### config.mk
export PLATFORM = sky130hd
export DESIGN_NAME = crop_sequencer
export DESIGN_NICKNAME = d
export VERILOG_FILES = /design/src/rtl/crop_sequencer_pkg.sv /design/src/rtl/crop_sequencer_frame_measure.sv /design/src/rtl/crop_sequencer.sv
export SDC_FILE = /design/constraint.sdc
export NUM_CORES = 1
export LEC_CHECK = 0
export ABC_CLOCK_PERIOD_IN_PS = 2500
export CAP_MARGIN = 20
export CORE_ASPECT_RATIO = 0.9
export CORE_MARGIN = 5
export CORE_UTILIZATION = 53
export CTS_CLUSTER_DIAMETER = 150
export DETAILED_ROUTE_END_ITERATION = 10
export GPL_TIMING_DRIVEN = 0
export PLACE_DENSITY = 0.8
export REMOVE_ABC_BUFFERS = 1
export SYNTH_ARGS = -nofsm -noshare
export SYNTH_HDL_FRONTEND = slang
export SYNTH_HIERARCHICAL = 1
export SYNTH_SLANG_ARGS = --single-unit
export TNS_END_PERCENT = 20
### constraint.sdc
create_clock -name clk -period 2.5 [get_ports clk]
set_input_delay 0.75 -clock clk [delete_from_list [all_inputs] [get_ports clk]]
set_output_delay 0.75 -clock clk [all_outputs]
set_load 0.02 [all_outputs]
### src/rtl/crop_sequencer_pkg.sv
// Shared stream dtype codes and the crop sequencer FSM encoding.
// The dtype macros are the common definitions used by every stream block.
`ifndef CROP_DTYPES_SVH
`define CROP_DTYPES_SVH
`define DTYPE_WIDTH       4
`define DTYPE_NONE        4'h0
`define DTYPE_FRAME_START 4'h1
`define DTYPE_FRAME_END   4'h2
`define DTYPE_ROW_END     4'h4
`define DTYPE_PIXEL       4'h8
`define DTYPE_PIXEL_MASK  4'h8
`endif

package crop_sequencer_pkg;

   typedef enum logic {
      ST_IDLE  = 1'b0,
      ST_FRAME = 1'b1
   } state_e;

   localparam int FRAME_CNT_W = 16;

   function automatic logic is_pixel(input logic [`DTYPE_WIDTH-1:0] dt);
      return (dt & `DTYPE_PIXEL_MASK) != '0;
   endfunction

endpackage

### src/rtl/crop_sequencer_frame_measure.sv
// Measures rows/cols of each complete input frame and counts finished frames.
// Strobes arrive pre-qualified by the sequencer FSM, so stray markers never reach here.
module frame_measure
   import crop_sequencer_pkg::*;
#(
   parameter int DIM_WIDTH = 12
) (
   input  logic                    clk,
   input  logic                    resetb,
   input  logic                    frame_start_i,
   input  logic                    frame_end_i,
   input  logic                    in_frame_i,
   input  logic                    dvi_i,
   input  logic [`DTYPE_WIDTH-1:0] dtype_i,
   output logic [DIM_WIDTH-1:0]    meas_rows_o,
   output logic [DIM_WIDTH-1:0]    meas_cols_o,
   output logic [FRAME_CNT_W-1:0]  frame_count_o
);

   logic [DIM_WIDTH-1:0]   row_cnt_q, row_cnt_d;
   logic [DIM_WIDTH-1:0]   pix_cnt_q, pix_cnt_d;
   logic [DIM_WIDTH-1:0]   meas_rows_q, meas_rows_d;
   logic [DIM_WIDTH-1:0]   meas_cols_q, meas_cols_d;
   logic [FRAME_CNT_W-1:0] frame_cnt_q, frame_cnt_d;

   always_comb begin
      row_cnt_d   = row_cnt_q;
      pix_cnt_d   = pix_cnt_q;
      meas_rows_d = meas_rows_q;
      meas_cols_d = meas_cols_q;
      frame_cnt_d = frame_cnt_q;
      if (frame_start_i) begin
         row_cnt_d = '0;
         pix_cnt_d = '0;
      end else if (in_frame_i && dvi_i) begin
         if (is_pixel(dtype_i))
            pix_cnt_d = pix_cnt_q + 1'b1;
         if (dtype_i == `DTYPE_ROW_END) begin
            meas_cols_d = pix_cnt_q;
            pix_cnt_d   = '0;
            row_cnt_d   = row_cnt_q + 1'b1;
         end
         if (frame_end_i) begin
            meas_rows_d = row_cnt_q;
            frame_cnt_d = frame_cnt_q + 1'b1;
         end
      end
   end

   always_ff @(posedge clk or negedge resetb) begin
      if (!resetb) begin
         row_cnt_q   <= '0;
         pix_cnt_q   <= '0;
         meas_rows_q <= '0;
         meas_cols_q <= '0;
         frame_cnt_q <= '0;
      end else begin
         row_cnt_q   <= row_cnt_d;
         pix_cnt_q   <= pix_cnt_d;
         meas_rows_q <= meas_rows_d;
         meas_cols_q <= meas_cols_d;
         frame_cnt_q <= frame_cnt_d;
      end
   end

   assign meas_rows_o   = meas_rows_q;
   assign meas_cols_o   = meas_cols_q;
   assign frame_count_o = frame_cnt_q;

endmodule

### src/rtl/crop_sequencer.sv
// Crop config sequencer: takes host crop requests, holds them in a shadow
// and applies them only between frames after checking against measured size.
module crop_sequencer
   import crop_sequencer_pkg::*;
#(
   parameter int DIM_WIDTH = 12
) (
   input  logic                    clk,
   input  logic                    resetb,
   input  logic                    cfg_req,
   output logic                    cfg_ack,
   input  logic                    cfg_enable,
   input  logic [DIM_WIDTH-1:0]    cfg_rows,
   input  logic [DIM_WIDTH-1:0]    cfg_cols,
   input  logic                    dvi,
   input  logic [`DTYPE_WIDTH-1:0] dtypei,
   output logic                    crop_enable,
   output logic [DIM_WIDTH-1:0]    num_output_rows,
   output logic [DIM_WIDTH-1:0]    num_output_cols,
   output logic                    cfg_err,
   output logic [DIM_WIDTH-1:0]    meas_rows,
   output logic [DIM_WIDTH-1:0]    meas_cols,
   output logic [15:0]             frame_count,
   output logic                    in_frame
);

   typedef struct packed {
      logic                 en;
      logic [DIM_WIDTH-1:0] rows;
      logic [DIM_WIDTH-1:0] cols;
   } cfg_t;

   state_e state_q, state_d;
   cfg_t   shadow_q, shadow_d;
   cfg_t   applied_q, applied_d;
   logic   pending_q, pending_d;
   logic   ack_q, ack_d;
   logic   err_q, err_d;

   logic fs, fe, frame_start, frame_end, apply, rows_bad, cols_bad, cfg_bad;

   assign fs          = dvi && (dtypei == `DTYPE_FRAME_START);
   assign fe          = dvi && (dtypei == `DTYPE_FRAME_END);
   assign frame_start = fs && (state_q == ST_IDLE);
   assign frame_end   = fe && (state_q == ST_FRAME);

   // A start marker on the apply cycle wins: the config waits out the whole frame.
   assign apply = pending_q && (state_q == ST_IDLE) && !fs;

   // Crop must be symmetric, so the trimmed amount has to be even on each axis.
   assign rows_bad = (shadow_q.rows == '0)
                  || ((meas_rows != '0) && (shadow_q.rows > meas_rows))
                  || (meas_rows[0] ^ shadow_q.rows[0]);
   assign cols_bad = (shadow_q.cols == '0)
                  || ((meas_cols != '0) && (shadow_q.cols > meas_cols))
                  || (meas_cols[0] ^ shadow_q.cols[0]);
   assign cfg_bad  = shadow_q.en && (rows_bad || cols_bad);

   always_comb begin
      state_d   = state_q;
      shadow_d  = shadow_q;
      applied_d = applied_q;
      pending_d = pending_q;
      ack_d     = 1'b0;
      err_d     = 1'b0;

      case (state_q)
         ST_IDLE:  if (fs) state_d = ST_FRAME;
         ST_FRAME: if (fe) state_d = ST_IDLE;
         default:  state_d = ST_IDLE;
      endcase

      if (cfg_req && !pending_q) begin
         shadow_d  = '{en: cfg_enable, rows: cfg_rows, cols: cfg_cols};
         pending_d = 1'b1;
         ack_d     = 1'b1;
      end else if (apply) begin
         pending_d = 1'b0;
         if (cfg_bad)
            err_d = 1'b1;
         else
            applied_d = shadow_q;
      end
   end

   always_ff @(posedge clk or negedge resetb) begin
      if (!resetb) begin
         state_q   <= ST_IDLE;
         shadow_q  <= '0;
         applied_q <= '0;
         pending_q <= 1'b0;
         ack_q     <= 1'b0;
         err_q     <= 1'b0;
      end else begin
         state_q   <= state_d;
         shadow_q  <= shadow_d;
         applied_q <= applied_d;
         pending_q <= pending_d;
         ack_q     <= ack_d;
         err_q     <= err_d;
      end
   end

   frame_measure #(
      .DIM_WIDTH (DIM_WIDTH)
   ) u_measure (
      .clk           (clk),
      .resetb        (resetb),
      .frame_start_i (frame_start),
      .frame_end_i   (frame_end),
      .in_frame_i    (state_q == ST_FRAME),
      .dvi_i         (dvi),
      .dtype_i       (dtypei),
      .meas_rows_o   (meas_rows),
      .meas_cols_o   (meas_cols),
      .frame_count_o (frame_count)
   );

   assign cfg_ack         = ack_q;
   assign cfg_err         = err_q;
   assign crop_enable     = applied_q.en;
   assign num_output_rows = applied_q.rows;
   assign num_output_cols = applied_q.cols;
   assign in_frame        = (state_q == ST_FRAME);

endmodule

==> results.sh, run 1 <==
export IMPL_clock_sinks=118
export IMPL_final_common_cell="dfrtp_1"
export IMPL_synth_area_top_cells="dfrtp_1 (51%), mux2_2 (7.4%), ha_1 (5.9%)"
export IMPL_area_growth_syn_to_layout_pct=36.9
export IMPL_vias=4628
export IMPL_crit_type="reg -> reg"
export IMPL_grt_pass1_vias=4592
export IMPL_ys_async_sr_fraction_pct=100
export IMPL_power_switching_mw=2.65
export IMPL_grt_total_usage_pct=22.5
export IMPL_cts_htree_levels=4
export IMPL_hpwlAfterDp_um=9400
export IMPL_synth_area_mm2=0.00576
export IMPL_synth_cell_types=44
export IMPL_multi_input_area_mm2=0.00280
export IMPL_period_share_pct=99.6
export IMPL_cp_required_ns=2.79
export IMPL_antenna_found_initial=0
export IMPL_cts_tree="done"
export IMPL_synth_top_cell_by_area="dfrtp_1"
export IMPL_pwr_share_clk_pct=28.9
export IMPL_synth_edf_count=0
export IMPL_grt_max_degree=64
export IMPL_rsz0062_at_grt="true"
export IMPL_min_period_ns=2.49
export IMPL_yosysSeqAreaShare_pct=51.2
export IMPL_port_buffers=100
export IMPL_drtPass1Iterations=5
export IMPL_core_area_mm2=0.0107
export IMPL_hold_viol=0
export IMPL_rows=36
export IMPL_cts_clk_slew_worst_paths_ns=0.05
export IMPL_ir_drop_mv=0.553
export IMPL_drt_total_wl_um=14900
export IMPL_total_leakage_power_nw=3.46
export IMPL_mostFrequentLayoutCells="dfrtp_1 (118), clkdlybuf4s50_1 (96), nand2_1 (66), mux2_2 (34), inv_1 (25)"
export IMPL_slew_headroom_pct=46.8
export IMPL_fillers=733
export IMPL_p_per_area_mw_per_mm2=1050
export IMPL_cts_root_buf="clkbuf_16"
export IMPL_arrival_ns=2.78
export IMPL_pwr_share_comb_pct=35.5
export IMPL_drv_slew=0
export IMPL_synth_cells=515
export IMPL_pre_cts_slack_ns=-1.46
export IMPL_clockBufferDepth=2
export IMPL_die_area_mm2=0.0131
export IMPL_grt_overflow=0
export IMPL_ctsHoldBuffers=0
export IMPL_p_int_mw=5.60
export IMPL_clk_insertion_delay_late_ns=0.41
export IMPL_antenna_cells=0
export IMPL_start_kind="register"
export IMPL_seq_power_share_pct=35.6
export IMPL_grt_pass1_wl_um=23200
export IMPL_drv_cap=0
export IMPL_postSynthAreaPerCell_um2=11.2
export IMPL_cp_end_kind="register"
export IMPL_die_width_um=120
export IMPL_cts_buffers=17
export IMPL_top_level_ports=101
export IMPL_die_h_um=109
export IMPL_synth_seq_cells=118
export IMPL_max_freq_ghz=0.402
export IMPL_initial_core_util_pct=53.8
export IMPL_num_nets_final=702
export IMPL_drive_gt1_share_pct=22.9
export IMPL_drt_drc_violations_left=0
export IMPL_finalSetupViolations=0
export IMPL_seq_area_mm2=0.00295
export IMPL_worstHoldPathType="in -> async"
export IMPL_critPathMaxFanout=6
export IMPL_layout_setup_ws_ns=0.0101
export IMPL_drt_initial_drc_count=444
export IMPL_gp_congestion=0.814
export IMPL_synth_flop_cell="dfrtp_1"
export IMPL_status="finished, final reports clean"
export IMPL_fin_skew_ns=0.00622
export IMPL_routed_via_density=5.88
export IMPL_setup_tns_final_ns=0
export IMPL_synth_top_area_share_pct=51.2
export IMPL_ant_nets=0
export IMPL_r2r_slack_ns=0.01
export IMPL_tightestPinTransition_ns=0.794
export IMPL_p_sw_share_pct=32.2
export IMPL_yosys_warnings=6
export IMPL_wl_per_cell_um=18.9
[area by class of cell]
type	count	share of cell area [%]
flip-flops and latches	118	37.4
multi-input cells	352	35.5
repair buffers	125	16.3
clock buffers	21	6.09
well taps	133	2.11
inverters	28	1.33
clock inverters	10	1.30
[cells by family after synthesis]
logic type,share of synthesized area [%]
and+or+nand+nor,16.0
adders and majority gates,5.86
DFF,51.2
muxes,12.8
xor gates and xnor gates,3.04
buffers and inverters,3.84
AOI/OAI and AO/OA,7.27
[Yosys cell counts (2+ instances only)]
cell type,count
nand4_1,11
clkbuf_1,13
a21o_1,4
or3_1,7
or4_1,7
nor2_1,14
nor4_1,15
mux2_2,38
nor2b_1,4
o31ai_1,7
nor3b_1,2
xnor2_1,13
mux2_4,20
o211ai_1,3
nand3_1,25
and4_1,5
o21ai_0,13
a221o_1,2
inv_1,28
xor2_1,7
a21oi_1,26
a31oi_1,7
dfrtp_1,118
nor2_2,2
and2_1,6
and3_1,4
nand2_1,67
ha_1,27
buf_12,2
nand4b_1,2
nor3_1,3
[final timing paths]
kind / from / endpoint / depth (start not counted)
worst max-delay path: u_measure/meas_rows_o[7] / num_output_rows[9] / 11
worst min-delay path: resetb / u_measure/frame_count_o[14] / 1
worst max register to register: u_measure/meas_rows_o[7] / num_output_rows[9] / 11
worst min register to register: u_measure/frame_count_o[15] / u_measure/frame_count_o[15] / 1
max in group asynchronous: resetb / u_measure/pix_cnt_q[7] / 2
min in group clk: u_measure/frame_count_o[15] / u_measure/frame_count_o[15] / 1
[flip-flops by register name (all words and copies together), names as in the netlist]
name and flops:
cfg_ack 1, cfg_err 1, crop_enable 1, in_frame 1, num_output_cols 12, num_output_rows 12, pending_q 1, shadow_q 25
u_measure/frame_count_o 16, u_measure/meas_cols_o 12, u_measure/meas_rows_o 12, u_measure/pix_cnt_q 12, u_measure/row_cnt_q 12
[metal layers]
layer | global-route usage, % | wire, um
met5 | 0 | 0
met4 | 7.44 | 223
met2 | 37.1 | 7540
met3 | 5.71 | 728
met1 | 29.4 | 6410
[critical path, cell delays in order, from the launching register on]
cell	delay (ns)
dfrtp_1	0.43
inv_1	0.07
ha_1	0.31
and2_4	0.15
nand4_1	0.12
a21o_1	0.19
a31oi_2	0.16
nor2_2	0.07
buf_6	0.13
o211ai_4	0.23
clkbuf_16	0.21
mux2_4	0.30
[power by group through the flow]
stage | sequential (mW) | combinational [mW] | clock, mW
after floorplan | 3.07 | 1.37 | 0
after global placement | 2.88 | 2.43 | 0
after detailed placement | 2.92 | 2.55 | 0
after CTS | 2.91 | 2.71 | 2.41
after global routing | 3.01 | 3.17 | 2.50
final | 2.94 | 2.93 | 2.38
[per-stage QoR]
stage / std cells / util, % / total power, mW / area, um^2 / hold slack, ns
finish: 787 / 73.6 / 8.25 / 7890 / 0.439
floorplan: 496 / - / 4.44 / 5650 / 0.453
global placement: 729 / 63.6 / 5.31 / 6820 / 0.461
CTS: 772 / 70.8 / 8.02 / 7590 / 0.450
global route: 787 / 73.6 / 8.68 / 7890 / 0.493
detailed placement: 732 / 64.1 / 5.48 / 6880 / 0.468
[repair_timing]
item / in CTS / in global routing
endpoints found under the setup margin: 74 / 55
setup buffers: 7 / 13
pin swaps: 3 / 9
cloned: 2 / 2
resized for setup: 14 / 30
Power figures use the tool's default switching activity.
==> run 2: changes to the inputs <==
- MAX_ROUTING_LAYER: not set -> met4
- SKIP_LAST_GASP: not set -> 1
==> run 2 against run 1 <==
  * The run now ends with setup timing left
  * Final cell count shrank 1.5%
  * Via count shrank 2.4%
  * Worst setup slack lost 0.027 ns
  * First-iteration DRC count shrank 7.4%
  * Hold slack lost 0.0035 ns
  * Final area shrank 3.5%
  * Utilization shrank 2.6 points
  * Total power shrank 3.2%
  * Sequential share of layout area grew 1.3 points
  * Count of clock-buffer cells in the layout is the same
  * Sequential power is essentially flat
  * Critical path depth is the same
==> results.sh, run 2 (same netlist as run 1, synthesis figures left out) <==
export IMPL_crit_chain="clkdlybuf4s50_1 > nor2_1 > nand2_1 > nor3b_2 > nor2b_4 > buf_4 > nand4b_1 > buf_4 > nor4_2 > nand3_1 > xnor2_1"
export IMPL_num_nets_final=690
export IMPL_initial_core_util_pct=53.8
export IMPL_drive_gt1_share_pct=18.1
export IMPL_drv_slew=0
export IMPL_ant_nets=0
export IMPL_max_freq_ghz=0.397
export IMPL_cts_clk_slew_worst_paths_ns=0.05
export IMPL_ir_drop_mv=0.550
export IMPL_start_kind="input pin"
export IMPL_total_leakage_power_nw=3.33
export IMPL_vias=4517
export IMPL_cts_tree="done"
export IMPL_routed_via_density=5.83
export IMPL_ctsHoldBuffers=0
export IMPL_drtPass1Iterations=5
export IMPL_cts_root_buf="clkbuf_16"
export IMPL_tightestPinTransition_ns=0.810
export IMPL_hpwlAfterDp_um=9400
export IMPL_die_width_um=120
export IMPL_drt_initial_drc_count=411
export IMPL_r2r_end="num_output_rows[1]"
export IMPL_grt_pass1_vias=4580
export IMPL_worstReg2RegStart="u_measure/meas_cols_o[10]"
export IMPL_rsz0062_at_grt="true"
export IMPL_clock_sinks=118
export IMPL_worst_path_stages=11
export IMPL_grt_total_usage_pct=23.3
export IMPL_slowest_stage="clkdlybuf4s50_1"
export IMPL_cp_end_kind="register"
export IMPL_cp_slowest_stage_delay_ns=0.49
export IMPL_rows=36
export IMPL_grt_max_degree=64
export IMPL_largest_reg_flops=25
export IMPL_die_h_um=109
export IMPL_slew_headroom_pct=45.8
export IMPL_clockBufferDepth=2
export IMPL_min_period_ns=2.52
export IMPL_pwr_share_comb_pct=33.7
export IMPL_antenna_cells=0
export IMPL_gp_congestion=0.826
export IMPL_final_common_cell="dfrtp_1"
export IMPL_area_growth_syn_to_layout_pct=32.1
export IMPL_power_switching_mw=2.56
export IMPL_critPathMaxFanout=6
export IMPL_p_per_area_mw_per_mm2=1050
export IMPL_port_buffers=100
export IMPL_grt_overflow=0
export IMPL_endpoint="u_measure/frame_count_o[15]"
export IMPL_status="complete, but fails checks"
export IMPL_worstSetupStartpoint="dtypei[2]"
export IMPL_dp_cells=732
export IMPL_layout_setup_ws_ns=-0.0166
export IMPL_core_area_mm2=0.0107
export IMPL_clk_insertion_delay_late_ns=0.41
export IMPL_path_common_cell="buf_4"
export IMPL_drt_total_wl_um=14200
export IMPL_path_buf_inv=3
export IMPL_grt_pass1_wl_um=23200
export IMPL_r2r_slack_ns=-0.02
export IMPL_seq_power_share_pct=36.5
export IMPL_mostFrequentLayoutCells="dfrtp_1 (118), clkdlybuf4s50_1 (97), nand2_1 (67), mux2_2 (38)"
export IMPL_period_share_pct=101
export IMPL_cp_required_ns=2.80
export IMPL_pre_cts_slack_ns=-1.46
export IMPL_die_area_mm2=0.0131
export IMPL_antenna_found_initial=0
export IMPL_critPathTopFamily="simple AND/OR/NAND/NOR gates"
export IMPL_failed_checks="setup timing"
export IMPL_p_int_mw=5.43
export IMPL_arrival_ns=2.82
export IMPL_fin_cells=775
export IMPL_final_area_mm2=0.00761
export IMPL_wl_per_cell_um=18.3
export IMPL_top_level_ports=101
export IMPL_reg2regPathDepth=10
export IMPL_hold_viol=0
export IMPL_drv_cap=0
export IMPL_cts_buffers=17
export IMPL_cts_htree_levels=4
export IMPL_fin_skew_ns=0.00555
export IMPL_finalSetupViolations=14
export IMPL_drt_drc_violations_left=0
export IMPL_worstHoldPathType="in -> async"
export IMPL_postPlaceCellArea_mm2=0.00688
export IMPL_largest_register="shadow_q"
export IMPL_p_sw_share_pct=32.0
export IMPL_pwr_share_clk_pct=29.8
export IMPL_crit_type="in -> reg"
run 2: worst min path at each step:
stage,from,endpoint,slack [ns],cells after the start
after floorplan,resetb,cfg_ack,0.45,0
after global placement,u_measure/frame_count_o[15],u_measure/frame_count_o[15],0.46,1
after detailed placement,u_measure/frame_count_o[15],u_measure/frame_count_o[15],0.47,1
after CTS,resetb,u_measure/frame_count_o[14],0.45,1
after global routing,resetb,u_measure/frame_count_o[14],0.49,1
final,resetb,u_measure/frame_count_o[14],0.44,1
run 2: per-layer routing:
layer  wire length, um  GRT usage (%)  share of wire, %
met1              6260           29.7                44
met2              6950           37.1                49
met3               773           5.65               5.5
met4               197           7.44               1.4
met5                 0              -                 0
run 2: what timing repair did:
action                                 CTS  global route
pin swaps                                3             1
endpoints found under the hold margin    0             0
gates cloned                             2             0
setup endpoints to repair               74            58
gates resized for setup                 10             3
setup buffers                            7             3
run 2: final cells by class:
| type | instances | area [um^2] |
|---|---|---|
| sequential | 118 | 2950 |
| clock inverter | 10 | 103 |
| inverter | 28 | 105 |
| tap | 133 | 166 |
| clock buffer | 21 | 480 |
| timing repair buffer | 113 | 1150 |
| fill | 782 | 3110 |
| multi-input combinational | 352 | 2660 |
run 2: stage by stage:
stage	power, mW	hold slack (ns)	setup TNS, ns	utilization (%)
CTS	8.01	0.450	-1.49	70.7
global placement	5.31	0.461	-582.86	63.6
floorplan	4.44	0.453	-31.24	-
finish	7.99	0.436	-0.117	71.0
global route	8.42	0.490	-3.79	71.0
detailed placement	5.48	0.468	-72.11	64.1
run 2: power groups by stage:
stage | combinational, mW | sequential (mW) | clock (mW)
6_report | 2.69 | 2.92 | 2.38
5_1_grt | 2.93 | 2.99 | 2.50
4_1_cts | 2.70 | 2.91 | 2.41
3_5_place_dp | 2.55 | 2.92 | 0
3_3_place_gp | 2.43 | 2.88 | 0
2_1_floorplan | 1.37 | 3.07 | 0
==> run 3: changes to the inputs <==
- ABC_CLOCK_PERIOD_IN_PS: 2500 -> 3200
- CORE_UTILIZATION: 53 -> 54
- PLACE_DENSITY: 0.8 -> 0.81
- clock period: 2.5 -> 3.2 ns (I/O delays scaled with it)
==> run 3 against run 2 <==
  * The flow now finishes without violations
  * Count of clock-buffer cells in the layout is 1 lower
  * Critical path depth is 3 lower
  * Hold slack better by 0.043 ns
  * Non-clock buffer count is 7 lower
  * Global-route usage is 0.92 points higher
  * Utilization is 2.2 points higher
  * Highest routed layer unchanged
==> results.sh, run 3 (same netlist as run 1, synthesis figures left out) <==
export IMPL_antenna_cells=0
export IMPL_die_width_um=119
export IMPL_crit_type="in -> reg"
export IMPL_cts_tree="done"
export IMPL_ant_nets=0
export IMPL_crit_chain="clkdlybuf4s50_1 > nand2_1 > nor3b_1 > nor2b_2 > buf_8 > a21oi_2 > or4_1 > a21oi_1"
export IMPL_critPathMaxFanout=25
export IMPL_total_leakage_power_nw=3.29
export IMPL_routed_via_density=5.87
export IMPL_drt_drc_violations_left=0
export IMPL_largest_register="shadow_q"
export IMPL_core_area_mm2=0.0103
export IMPL_ir_drop_mv=0.351
export IMPL_clockBufferDepth=2
export IMPL_hold_viol=0
export IMPL_finalSetupViolations=0
export IMPL_cts_htree_levels=4
export IMPL_grt_overflow=0
export IMPL_drtPass1Iterations=5
export IMPL_final_area_mm2=0.00756
export IMPL_max_freq_ghz=0.325
export IMPL_arrival_ns=3.39
export IMPL_die_area_mm2=0.0128
export IMPL_pre_cts_slack_ns=-1.08
export IMPL_rows=35
export IMPL_min_period_ns=3.08
export IMPL_power_mw=6.45
export IMPL_port_buffers=100
export IMPL_reg2regPathDepth=9
export IMPL_cts_root_buf="clkbuf_16"
export IMPL_drt_total_wl_um=14500
export IMPL_clk_insertion_delay_late_ns=0.41
export IMPL_tightestPinTransition_ns=1.12
export IMPL_grt_total_usage_pct=24.2
export IMPL_ctsHoldBuffers=0
export IMPL_min_path_cells=1
export IMPL_hold_end="u_measure/frame_count_o[15]"
export IMPL_start_kind="input pin"
export IMPL_wl_per_cell_um=19.0
export IMPL_period_share_pct=96.2
export IMPL_p_per_area_mw_per_mm2=852
export IMPL_antenna_found_initial=0
export IMPL_largest_reg_flops=25
export IMPL_drt_initial_drc_count=422
export IMPL_grt_max_degree=73
export IMPL_slowest_stage="clkdlybuf4s50_1"
export IMPL_slew_headroom_pct=24.8
export IMPL_min_from="u_measure/frame_count_o[15]"
export IMPL_worstReg2RegStart="u_measure/meas_rows_o[10]"
export IMPL_whs_ns=0.478
export IMPL_cts_buffers=17
export IMPL_initial_core_util_pct=55.8
export IMPL_worstHoldPathType="reg -> reg"
export IMPL_status="finished, final reports clean"
export IMPL_dp_cells=728
export IMPL_area_growth_syn_to_layout_pct=31.2
export IMPL_drive_gt1_share_pct=16.4
export IMPL_gp_congestion=0.851
export IMPL_grt_pass1_vias=4661
export IMPL_top_level_ports=101
export IMPL_die_h_um=108
export IMPL_rsz0062_at_grt="false"
export IMPL_cp_slowest_stage_delay_ns=0.59
export IMPL_path_buf_inv=2
export IMPL_critPathTopFamily="simple AND/OR/NAND/NOR gates"
export IMPL_cts_clk_slew_worst_paths_ns=0.05
export IMPL_num_nets_final=682
export IMPL_clock_sinks=118
export IMPL_vias=4488
export IMPL_r2r_slack_ns=0.24
export IMPL_grt_pass1_wl_um=23900
export IMPL_fin_cells=764
export IMPL_mostFrequentLayoutCells="dfrtp_1 (118), clkdlybuf4s50_1 (98), nand2_1 (67), mux2_2 (38), inv_1 (28)"
export IMPL_cp_required_ns=3.51
export IMPL_drv_cap=0
export IMPL_postPlaceCellArea_mm2=0.00687
export IMPL_final_common_cell="dfrtp_1"
export IMPL_r2r_end="num_output_rows[3]"
export IMPL_cp_end_kind="register"
export IMPL_hpwlAfterDp_um=9560
export IMPL_layout_setup_ws_ns=0.122
export IMPL_drv_slew=0
export IMPL_fin_skew_ns=0.00774
[run 3: cell types whose count changed in the layout (fill, tap and decap cells not counted), sizes merged]
cell,before,now
clkbuf,21,20
clkdlybuf4s50,97,98
clkinvlp,1,3
clkdlybuf4s15,1,0
clkinv,7,4
buf,14,7
o211ai,5,4
bufinv,2,5
[run 3: worst register-to-register path, stage by stage, from the launching register on]
cell and delay, ns:
dfrtp_1 0.39, inv_1 0.07, ha_1 0.31, and4_1 0.21
nand4_1 0.13, a21o_1 0.17, a31oi_1 0.17, nor2_2 0.09
o211ai_4 0.88, mux2_2 0.43
[run 3: per-layer routing]
layer	vias up	part of all wire (%)	global-route usage [%]
met5	-	0	-
met4	0	2.0	7.61
met3	32	5.5	5.49
met2	175	50	40.4
met1	2208	43	29.6
li1	2073	-	-
[run 3: layout make-up]
cell class              instances  area (um^2)
flip-flops and latches        118         2950
repair buffers                106         1080
fillers                       708         2770
multi-input cells             351         2610
inverters                      28          105
clock buffers                  20          457
well taps                     129          161
clock inverters                12          200
[run 3: worst max-delay path by stage]
stage	startpoint	end	slack, ns	depth (start not counted)
after floorplan	dtypei[3]	u_measure/frame_count_o[4]	-0.32	8
after global placement	resetb	num_output_cols[10]	-3.14	1
after detailed placement	dtypei[3]	u_measure/frame_count_o[15]	-1.08	9
after CTS	dvi	u_measure/row_cnt_q[11]	0.15	8
after global routing	dvi	u_measure/row_cnt_q[10]	0.009	8
final	dvi	u_measure/row_cnt_q[10]	0.12	8
[run 3: what timing repair did]
action                     CTS  global route
cloned                       1             0
buffers inserted             3             0
pin swaps                    1             0
setup endpoints to repair   25             1
resized for setup            1             1
[run 3: per-stage QoR]
stage,TNS [ns],utilization (%)
after floorplan,-5.27,-
after global placement,-471.91,65.9
after detailed placement,-34.36,66.5
after CTS,0,73.1
after global routing,0,73.2
final,0,73.2
[run 3: where the power goes]
part / switching, mW / leakage (nW) / internal [mW] / total [mW]
clock network: 0.710 / 0.312 / 1.42 / 2.13
logic: 0.928 / 1.46 / 1.10 / 2.03
registers: 0.399 / 1.52 / 1.89 / 2.29
